[config.mk]
export PLATFORM = sky130hd
export DESIGN_NAME = conv_ram_reader
export DESIGN_NICKNAME = d
export VERILOG_FILES = /design/src/rtl/conv_ram_reader.sv
export SDC_FILE = /design/constraint.sdc
export NUM_CORES = 1
export LEC_CHECK = 0
export ABC_AREA = 1
export CAP_MARGIN = 20
export CORE_MARGIN = 4
export CORE_UTILIZATION = 38
export DETAILED_ROUTE_END_ITERATION = 16
export PLACE_DENSITY = 0.66
export SYNTH_ARGS = -nofsm -noshare
export SYNTH_HDL_FRONTEND = slang
export SYNTH_SLANG_ARGS = --single-unit
[constraint.sdc]
create_clock -name clock -period 3 [get_ports clock]
set_input_delay 0.9 -clock clock [delete_from_list [all_inputs] [get_ports clock]]
set_output_delay 0.9 -clock clock [all_outputs]
set_load 0.02 [all_outputs]
[src/rtl/conv_ram_reader.sv]
// Walks a height x width window of the conv RAM in row-major order and streams
// the read data out through a small FIFO with valid/ready flow control.
module conv_ram_reader #(
   parameter int ADDR_W = 15,
   parameter int DATA_W = 8,
   parameter int FIFO_D = 4
) (
   input  logic              clock,
   input  logic              reset,
   input  logic              start,
   input  logic [ADDR_W-1:0] base_addr,
   input  logic [7:0]        width,
   input  logic [7:0]        height,
   input  logic [ADDR_W-1:0] pitch,
   output logic [ADDR_W-1:0] rdaddress,
   input  logic [DATA_W-1:0] q,
   output logic [DATA_W-1:0] out_data,
   output logic              out_valid,
   input  logic              out_ready,
   output logic              out_eol,
   output logic              out_last,
   output logic              busy,
   output logic              done
);
   localparam int PTR_W = $clog2(FIFO_D);
   localparam int CNT_W = PTR_W + 1;

   typedef enum logic [1:0] {S_IDLE, S_RUN, S_DRAIN, S_FLUSH} state_t;

   state_t            r_state;
   state_t            w_next;

   logic [ADDR_W-1:0] r_rdaddress;
   logic [ADDR_W-1:0] r_row_start;
   logic [ADDR_W-1:0] r_pitch;
   logic [7:0]        r_width;
   logic [7:0]        r_height;
   logic [7:0]        r_col;
   logic [7:0]        r_row;
   logic              r_pend;
   logic              r_ret;
   logic              r_ret_eol;
   logic              r_ret_last;
   logic              r_done;

   logic [DATA_W-1:0] r_mem_data [FIFO_D];
   logic              r_mem_eol  [FIFO_D];
   logic              r_mem_last [FIFO_D];
   logic [PTR_W-1:0]  r_wptr;
   logic [PTR_W-1:0]  r_rptr;
   logic [CNT_W-1:0]  r_count;

   logic              w_accept;
   logic              w_zero;
   logic              w_cur_eol;
   logic              w_cur_last;
   logic              w_issue;
   logic              w_valid;
   logic              w_pop;
   logic              w_head_last;
   logic [CNT_W-1:0]  w_occ;
   logic [ADDR_W-1:0] w_next_row;

   assign w_accept    = (r_state == S_IDLE) && start;
   assign w_zero      = (width == 8'd0) || (height == 8'd0);
   // Coordinates describe the element whose address is currently on rdaddress.
   assign w_cur_eol   = (r_col == r_width - 8'd1);
   assign w_cur_last  = w_cur_eol && (r_row == r_height - 8'd1);
   // Every read not yet written into the FIFO counts against its capacity.
   assign w_occ       = r_count + CNT_W'(r_pend) + CNT_W'(r_ret);
   assign w_issue     = (r_state == S_RUN) && !w_cur_last && (w_occ < CNT_W'(FIFO_D));
   assign w_valid     = (r_count != '0);
   assign w_pop       = w_valid && out_ready;
   assign w_head_last = r_mem_last[r_rptr];
   assign w_next_row  = r_row_start + r_pitch;

   always_ff @(posedge clock or posedge reset) begin
      if (reset) begin
         r_state <= S_IDLE;
      end else begin
         r_state <= w_next;
      end
   end

   always_comb begin
      w_next = r_state;
      case (r_state)
         S_IDLE:  if (start) w_next = w_zero ? S_FLUSH : S_RUN;
         S_RUN:   if (w_cur_last) w_next = S_DRAIN;
         S_DRAIN: if (w_pop && w_head_last) w_next = S_IDLE;
         S_FLUSH: w_next = S_IDLE;
         default: w_next = S_IDLE;
      endcase
   end

   always_comb begin
      busy      = (r_state != S_IDLE);
      done      = (r_state == S_FLUSH) || r_done;
      out_valid = w_valid;
      out_data  = w_valid ? r_mem_data[r_rptr] : '0;
      out_eol   = w_valid && r_mem_eol[r_rptr];
      out_last  = w_valid && r_mem_last[r_rptr];
      rdaddress = r_rdaddress;
   end

   always_ff @(posedge clock or posedge reset) begin
      if (reset) begin
         r_rdaddress <= '0;
         r_col       <= '0;
         r_row       <= '0;
         r_pend      <= 1'b0;
         r_ret       <= 1'b0;
         r_ret_eol   <= 1'b0;
         r_ret_last  <= 1'b0;
         r_done      <= 1'b0;
         r_wptr      <= '0;
         r_rptr      <= '0;
         r_count     <= '0;
      end else begin
         r_pend     <= w_accept ? !w_zero : w_issue;
         r_ret      <= r_pend;
         r_ret_eol  <= w_cur_eol;
         r_ret_last <= w_cur_last;
         r_done     <= w_pop && w_head_last;

         if (w_accept) begin
            r_rdaddress <= base_addr;
            r_col       <= '0;
            r_row       <= '0;
         end else if (w_issue) begin
            if (w_cur_eol) begin
               r_col       <= '0;
               r_row       <= r_row + 8'd1;
               r_rdaddress <= w_next_row;
            end else begin
               r_col       <= r_col + 8'd1;
               r_rdaddress <= r_rdaddress + ADDR_W'(1);
            end
         end

         if (r_ret) r_wptr <= r_wptr + PTR_W'(1);
         if (w_pop) r_rptr <= r_rptr + PTR_W'(1);
         case ({r_ret, w_pop})
            2'b10:   r_count <= r_count + CNT_W'(1);
            2'b01:   r_count <= r_count - CNT_W'(1);
            default: r_count <= r_count;
         endcase
      end
   end

   // Command operands and FIFO storage carry no reset; the outputs are gated by valid.
   always_ff @(posedge clock) begin
      if (w_accept) begin
         r_width     <= width;
         r_height    <= height;
         r_pitch     <= pitch;
         r_row_start <= base_addr;
      end else if (w_issue && w_cur_eol) begin
         r_row_start <= w_next_row;
      end

      if (r_ret) begin
         r_mem_data[r_wptr] <= q;
         r_mem_eol[r_wptr]  <= r_ret_eol;
         r_mem_last[r_wptr] <= r_ret_last;
      end
   end

endmodule

# Word-level counts from Yosys, hierarchy flattened
# Memories as Yosys holds them, arrays and structs flattened.
# Index checks and enable logic that the tools add are counted.
[op_classes]
n_eq_ne = 10
n_lt_le_gt_ge = 1
n_addsub = 12
reduce_logical = 24
n_mux = 21
[ops]
columns = ["op", "count"]
rows = [
  ["15-bit 2-to-1 mux", 5],
  ["8-bit 2-to-1 mux", 7],
  ["8-bit by 1-bit adder with 8-bit output (second input constant)", 2],
  ["8-bit equality test", 2],
  ["8-bit zero test", 2],
  ["8-bit by 1-bit subtractor with 8-bit output (second input constant)", 2],
  ["15-bit by 1-bit adder with 15-bit output (second input constant)", 1],
  ["15-bit adder", 1],
  ["2-bit nonzero test", 5],
  ["1-bit logical AND", 9],
  ["2-bit 2-to-1 mux", 4],
  ["2-bit one-hot mux with 4 select lines", 1],
  ["3-bit by 1-bit adder with 3-bit output", 2],
  ["2-bit equality test (second input constant)", 3],
  ["2-bit != test (second input constant)", 3],
  ["3-bit one-hot mux with 2 select lines", 1],
  ["2-bit by 1-bit adder with 2-bit output (second input constant)", 2],
  ["2-bit by 1-bit equality test with 1-bit output (second input constant)", 2],
  ["3-bit by 1-bit adder with 3-bit output (second input constant)", 1],
  ["3-bit < comparator (second input constant)", 1],
  ["1-bit 2-to-1 mux", 3],
  ["3-bit AND reduction", 1],
  ["3-bit nonzero test", 1],
  ["3-bit by 1-bit subtractor with 3-bit output (second input constant)", 1],
  ["other kinds (4)", 6],
]
[totals]
elab_cells = 87
mem_bits_rw = 40
memories = 3
regBits = 91
inputBits = 58
out_inout_bits = 28
[mem_list]
columns = ["name", "words", "word_bits", "read_ports", "rd_ports_with_merged_regs", "wr", "line", "source"]
rows = [
  ["r_mem_data", 4, 8, 1, 0, 1, "46", "logic [DATA_W-1:0] r_mem_data [FIFO_D];"],
  ["r_mem_eol", 4, 1, 1, 0, 1, "47", "logic r_mem_eol [FIFO_D];"],
  ["r_mem_last", 4, 1, 1, 0, 1, "48", "logic r_mem_last [FIFO_D];"],
]

# Depth between registers and ports, before layout
# Gate-level depths: netlist of run 1.
[logic_depth]
word_depth = 9
depth_mapped = 17
mapped_depth_nobuf = 17

# Worst setup path after synthesis of run 1
# Ideal clock, no wire load.
[synth_timing]
path_kind = "input-to-reg"
start = "input start"
end = "register r_row_start[10], data pin"
stages = 4
required_time_ps = 2687
setup_time_ps = 313
t_arrival_ps = 2477
setup_slack_ps = 210
n_path_buf = 1
cell_sequence = "inv_1 -> nor2_1 -> clkbuf_1 -> o21ai_0"
[synth_between]
elab_chain_len = 2
[synth_lines]
columns = ["item", "line", "source"]
rows = [
  ["start: declaration", "10", "input logic start,"],
  ["1-bit logical AND", "64", "assign w_accept = (r_state == S_IDLE) && start;"],
  ["named net w_accept", "53", "logic w_accept;"],
  ["15-bit 2-to-1 mux", "153", "if (w_accept) begin"],
  ["end signal: assignment", "157", "r_row_start <= base_addr;"],
  ["end signal: assignment", "159", "r_row_start <= w_next_row;"],
  ["end: declaration", "34", "logic [ADDR_W-1:0] r_row_start;"],
]
# The timed path passes the listed nets, and every way through them passes these cells.
# A chain may end at the register's enable or synchronous reset.

# Final worst setup path of run 1
[layout_timing]
start = "register r_count[0]"
end = "output out_valid"
[layout_between]
elab_chain_len = 1
[layout_lines]
columns = ["item", "line", "source"]
rows = [
  ["start: declaration", "51", "logic [CNT_W-1:0] r_count;"],
  ["start signal: assignment", "144", "2'b10: r_count <= r_count + CNT_W'(1);"],
  ["start signal: assignment", "145", "2'b01: r_count <= r_count - CNT_W'(1);"],
  ["start signal: assignment", "146", "default: r_count <= r_count;"],
  ["3-bit nonzero test", "72", "assign w_valid = (r_count != '0);"],
  ["end: declaration", "18", "output logic out_valid,"],
]
# Every way passes these cells.

==> results of run 1 <==
worst max-delay path: stages, from the launching register on:
cell             delay [ns]
dfrtp_1                0.42
nor3_1                 0.20
buf_4                  0.22
inv_1                  0.07
clkdlybuf4s50_1        0.54
report_power, final:
group / total [uW] / leakage (uW) / switching, uW / internal, uW
sequential: 2960 / 0.00138 / 422 / 2540
combinational: 4060 / 0.00258 / 2520 / 1540
clock: 2030 / 0.000282 / 921 / 1110
layout make-up:
type	instances	area, um2
sequential	131	3710
fill	1857	9780
timing repair buffer	100	993
multi-input combinational	637	3230
clock inverter	15	154
clock buffer	17	425
inverter	107	403
tap	260	325
what timing repair did:
item,in CTS,in global routing
pin swaps,0,0
gates resized for setup,5,8
hold buffers,0,0
setup endpoints to repair,10,7
metal layers:
layer / vias up / track usage [%] / wire length (um)
li1: 3126 / - / -
met1: 2786 / 22.0 / 8140
met2: 159 / 26.3 / 7950
met3: 25 / 3.78 / 998
met4: 0 / 5.50 / 260
met5: - / 0 / 0
kinds of logic after synthesis:
kind of cell | count (synthesis)
xor+xnor | 45
flops | 131
simple gates | 498
fa+ha+maj | 27
compound gates | 67
buf+inv | 132
placed cells by master, fill, tap and decap left out, types with 5 or more instances in the layout:
master	n
nand3_1	96
nand4_1	9
ha_1	25
o21ai_0	40
clkdlybuf4s50_1	75
dfrtp_1	45
inv_1	101
clkbuf_16	17
edfxtp_1	86
nor2_1	95
nand2_1	264
inv_2	5
a21oi_1	20
dlymetal6s2s_1	7
nor3_1	12
xor2_1	28
xnor2_1	17
nor4_1	5
inv_8	7
inv_6	5
buf_4	13
registers in the layout (all words and copies together) (netlist names), 8 cells and up:
| name | count |
|---|---|
| r_col | 8 |
| r_pitch | 15 |
| r_mem_data | 32 |
| rdaddress | 15 |
| r_height | 8 |
| r_row_start | 15 |
| r_row | 8 |
| r_width | 8 |
path summary, 6_finish.rpt:
| kind | startpoint | to | slack [ns] | cells after the start |
|---|---|---|---|---|
| worst max-delay path | r_count[0]$_DFFE_PP0P_ | out_valid | 0.22 | 4 |
| worst min-delay path | r_pend$_DFF_PP0_ | r_ret$_DFF_PP0_ | 0.39 | 0 |
| worst max register to register | r_width[0]$_DFFE_PP_ | r_row_start[12]$_DFFE_PP_ | 0.55 | 10 |
| worst min register to register | r_pend$_DFF_PP0_ | r_ret$_DFF_PP0_ | 0.39 | 0 |
| max in group asynchronous | reset | r_row[0]$_DFFE_PP0P_ | 1.70 | 3 |
| min in group asynchronous | reset | r_row[7]$_DFFE_PP0P_ | 0.75 | 2 |
metrics by stage:
stage,instance area [um2],total power [uW],hold WS (ns),worst slack [ns]
finish,9240,9060,0.392,0.215
floorplan,7460,5770,0.354,0.210
global route,9240,9800,0.400,0.0750
detailed placement,8640,7090,0.368,0.309
global placement,8640,7020,0.362,0.362
CTS,9210,9140,0.390,0.0212
==> results by group, run 1 <==
Clock tree
  – Num CTS Buffers: 17
  – Clk_lat worst skew: 0.43 ns
  – Clk buf depth: 2
  – Root Driver: clkbuf_16
  – CTS clk-pin slew, worst paths: 0.07 ns
  – Setup Fix Bufs, Post-CTS: 0
  – CTS H-tree lvls: 4
  – Sink Count: 131
  – CTS tree: done

Worst setup path
  – Setup CP Type: register to output pin
  – Req. time, crit path: 2.10 ns
  – Worst-path fanout max: 11
  – Crit path DAT: 1.88 ns
  – Startpoint types: register
  – Critical Path Sink Type: output pin

Detailed routing
  – Average wire per standard cell: 13.7 um
  – DR iter-0 viols: 353
  – DRC violations left: 0
  – Post-DRT Antenna Nets: 0
  – Vias per std cell: 4.81
  – Drt pass-1 iters: 5
  – DR vias: 6,096
  – Total wire length: 17,300 um

Synthesis
  – Synth Area in Compound Gates: 4.66%
  – Adder-cell share of the synthesized area: 4.73%
  – Post-synthesis mux area share: 0%
  – Post-synth top flop: edfxtp_1
  – Synth area leader: edfxtp_1
  – Synth Instances: 900
  – Yosys reg bits: 131
  – Top cells by area, synth: edfxtp_1 (35%), dfrtp_1 (15%), nand2_1 (13%)
  – Ys async rst share: 34.4%
  – Largest family of logic cells by synthesized area: simple AND/OR/NAND/NOR gates
  – Most frequent cell after synthesis: nand2_1
  – Synthesis warning total: 0
  – Sequential fraction of the synthesis area: 49.7%
  – Post-synth EDFFs: 86
  – Synth Area in Simple Gates: 28.5%
  – Syn Area/Cell: 8.29 um2
  – Synth Area in XOR/XNOR: 5.29%
  – Top post-synthesis cells by count: nand2_1 (264), inv_1 (103), nand3_1 (96), nor2_1 (96), edfxtp_1 (86)
  – Synthesized area: 7460 um2
  – Post-synth top area share: 34.6%
  – Post-synth net total: 985
  – Distinct cells, synth: 40

Min path
  – Hold crit path type: register to register

Timing
  – Worst slew pin tran: 0.521 ns
  – Minimum clock period: 2.78 ns
  – Rel. slew slack: 65.1%
  – Setup TNS: 0 ns
  – Unrepaired setup endpoints after global routing: no
  – Period utilisation layout: 92.8%
  – Hold Vio Cnt, Final: 0
  – Clock Skews: 0.0130 ns
  – Fmax: 359 MHz
  – Max-slew violations: 0
  – Setup Viol. Count Final: 0

Global route
  – Tot GR Track Use: 16.4%
  – Antenna violations before repair: 0
  – Largest net degree at the start of global routing: 73
  – Vias in the first global route: 5,882
  – Total grt overflow: 0
  – First-pass GRT wire length: 28,700 um

Place
  – Buffers on Ports: 85
  – Cell count after placement: 1,235
  – Final Wtd Congestion: 0.873
  – DP HPWL: 12,600 um

Cells and area
  – Nets@finish: 1,079
  – Synth-to-Final Area Change: 23.8%
  – ANT cells: 0
  – Util after Layout: 48.6%
  – Fin cells: 1,267
  – Fraction of final layout cells sized beyond drive strength 1: 6.55%

Floorplan
  – Die span in y: 148 um
  – Starting Density: 39.2%
  – Boundary Pins: 86
  – Core Rows: 50
  – Die width: 148 um
  – Core ar.: 19,000 um2
  – Die ar.: 21,900 um2

Pwr
  – Worst VDD drop: 445 uV
  – P_leak: 0.00424 uW
  – Power Density: 981 nW/um2

Flow run
  – Max-Cap Viols: 0

Status
  – Status: finished, final reports clean
Note: power is estimated with default switching activity, not from simulation.
==> run 2, diff against run 1 <==
CORE_ASPECT_RATIO = 2   (was default)
==> run 2 against run 1 <==
  * Via count is 1.4% higher
  * Sequential power about the same
  * Critical path depth unchanged
  * Total power rose by 0.71%
  * Register-to-register slack is essentially flat
  * Flip-flop and latch count did not move
  * Highest routed layer unchanged
==> results by group, run 2 (synthesis results as in run 1) <==
Worst setup path
  – Worst path bufs/invs: 3 (unchanged)
  – Top cell family by delay on the critical path: buffers and inverters
  – Sequence of cells on the critical path: nor3_1 -> buf_4 -> inv_1 -> clkdlybuf4s50_1
  – CP max stage delay: 0.54 ns (about the same)
  – Req. time, crit path: 2.10 ns (about the same)
  – Setup CP Type: register to output pin
  – Crit path DAT: 1.90 ns (+0.02 ns)
  – Worst-path fanout max: 11 (unchanged)
  – Startpoint types: register
  – Critical Path Sink Type: output pin
  – Slowest cell on crit path: clkdlybuf4s50_1

Clock tree
  – Root Driver: clkbuf_16
  – Num CTS Buffers: 17 (unchanged)
  – CTS H-tree lvls: 4 (unchanged)
  – Sink Count: 131 (unchanged)
  – Setup Fix Bufs, Post-CTS: 0 (unchanged)
  – CTS clk-pin slew, worst paths: 0.06 ns (about the same)
  – Clk_lat worst skew: 0.42 ns (about the same)
  – Clk buf depth: 2 (unchanged)
  – CTS tree: done

Detailed routing
  – Vias per std cell: 4.88 (+1.4%)
  – Post-DRT Antenna Nets: 0 (unchanged)
  – DR iter-0 viols: 218 (-38%)
  – Drt pass-1 iters: 4 (-1)
  – DR vias: 6,180 (+1.4%)
  – Total wire length: 18,200 um (+4.9%)
  – DRC violations left: 0 (unchanged)
  – Average wire per standard cell: 14.4 um (+4.9%)

Floorplan
  – Boundary Pins: 86 (unchanged)
  – Die span in y: 206 um (+39%)
  – Core ar.: 19,400 um2 (+1.8%)
  – Die ar.: 22,100 um2 (+0.62%)
  – Starting Density: 38.5% (-0.71 points)
  – Core Rows: 72 (+44%)
  – Die width: 107 um (-28%)

Timing
  – Clock Skews: 0.00686 ns (-0.00616 ns)
  – Worst slew pin tran: 0.479 ns (-0.0418 ns)
  – Rel. slew slack: 67.7% (+2.6 points)
  – Minimum clock period: 2.80 ns (+0.0112 ns)
  – Hold Vio Cnt, Final: 0 (unchanged)
  – Setup TNS: 0 ns (unchanged)
  – Setup Viol. Count Final: 0 (unchanged)
  – Unrepaired setup endpoints after global routing: no
  – Max-slew violations: 0 (unchanged)
  – Period utilisation layout: 93.2% (+0.37 points)
  – Fmax: 358 MHz (-0.40%)

Global route
  – Total grt overflow: 0 (unchanged)
  – Largest net degree at the start of global routing: 46 (-37%)
  – Vias in the first global route: 6,338 (+7.8%)
  – Tot GR Track Use: 17.4% (+0.99 points)
  – First-pass GRT wire length: 29,900 um (+3.9%)
  – Antenna violations before repair: 0 (unchanged)

Cells and area
  – Commonest cells after routing, fill and taps aside: nand2_1 (264), inv_1 (101), nand3_1 (96)
  – Commonest non-fill, non-tap cell in the layout: nand2_1
  – Nets@finish: 1,080 (+0.093%)
  – Max reg flops: 32 (unchanged)
  – Biggest register: r_mem_data
  – FF+latch area: 3710 um2 (unchanged)
  – Multi-input gate area: 3230 um2 (unchanged)
  – ANT cells: 0 (unchanged)
  – Fraction of final layout cells sized beyond drive strength 1: 6.45% (-0.11 points)
  – Synth-to-Final Area Change: 24.0%
  – Fill cell count: 1,887 (+1.6%)

Place
  – Buffers on Ports: 85 (unchanged)
  – Final Wtd Congestion: 0.866 (-0.84%)
  – DP HPWL: 13,600 um (+8.4%)

Pwr
  – Worst VDD drop: 366 uV (-18%)
  – Power, Total: 9120 uW (+0.71%)
  – P_leak: 0.00423 uW (-0.27%)
  – Power Density: 986 nW/um2 (+0.56%)

Status
  – Status: finished, final reports clean

Min path
  – Hold crit path type: register to register

Flow run
  – Max-Cap Viols: 0 (unchanged)
[run 2: cell count changes in the layout (fill, tap and decap cells not counted), sizes merged]
cell	change
inv	-9
clkbuf	+4
clkinv	+4
dlygate4sd2	+3
dlymetal6s2s	-3
bufinv	+2
buf	+1
clkinvlp	-1
[run 2: timing repair]
action / in CTS / in global routing
hold buffers: 0 / 0
endpoints found under the setup margin: 10 / 4
resized for setup: 8 / 5
[run 2: layer usage]
layer,vias up,global-route usage [%],part of all wire [%]
met3,35,2.94,3.1
met5,-,0,0
met4,0,8.78,3.3
met2,114,33.5,56
li1,3122,-,-
met1,2909,17.4,38
[run 2: path summary, 6_finish.rpt]
kind	end	slack, ns	start	depth (start not counted)
setup / recovery	out_valid	0.20	r_count[0]$_DFFE_PP0P_	4
hold / removal	r_ret$_DFF_PP0_	0.38	r_pend$_DFF_PP0_	0
setup reg to reg	r_row_start[6]$_DFFE_PP_	0.56	r_width[0]$_DFFE_PP_	13
hold reg to reg	r_ret$_DFF_PP0_	0.38	r_pend$_DFF_PP0_	0
max in group asynchronous	r_row[2]$_DFFE_PP0P_	1.94	reset	3
min in group asynchronous	r_done$_DFF_PP0_	0.83	reset	3
[run 2: layout make-up]
| class | count | area share [%] |
|---|---|---|
| multi-input combinational | 637 | 34.9 |
| sequential | 131 | 40.1 |
| clock inverter | 11 | 1.35 |
| inverter | 107 | 4.36 |
| tap | 259 | 3.50 |
| timing repair buffer | 101 | 10.8 |
| clock buffer | 21 | 4.98 |
[run 2: power by group]
part	switching, uW	internal, uW	total (uW)
logic	2560	1540	4100
clock network	783	1270	2050
registers	423	2540	2960
total	3770	5360	9120
[run 2: metrics by stage]
stage	utilization, %	setup WS (ns)	cell area [um2]	hold WS (ns)	std cells
after global placement	44.7	0.324	8660	0.362	1235
after floorplan	-	0.210	7460	0.354	900
after CTS	47.7	0.0135	9240	0.375	1267
after global routing	47.8	0.126	9250	0.386	1267
after detailed placement	44.7	0.296	8660	0.364	1235
final	47.8	0.204	9250	0.375	1267
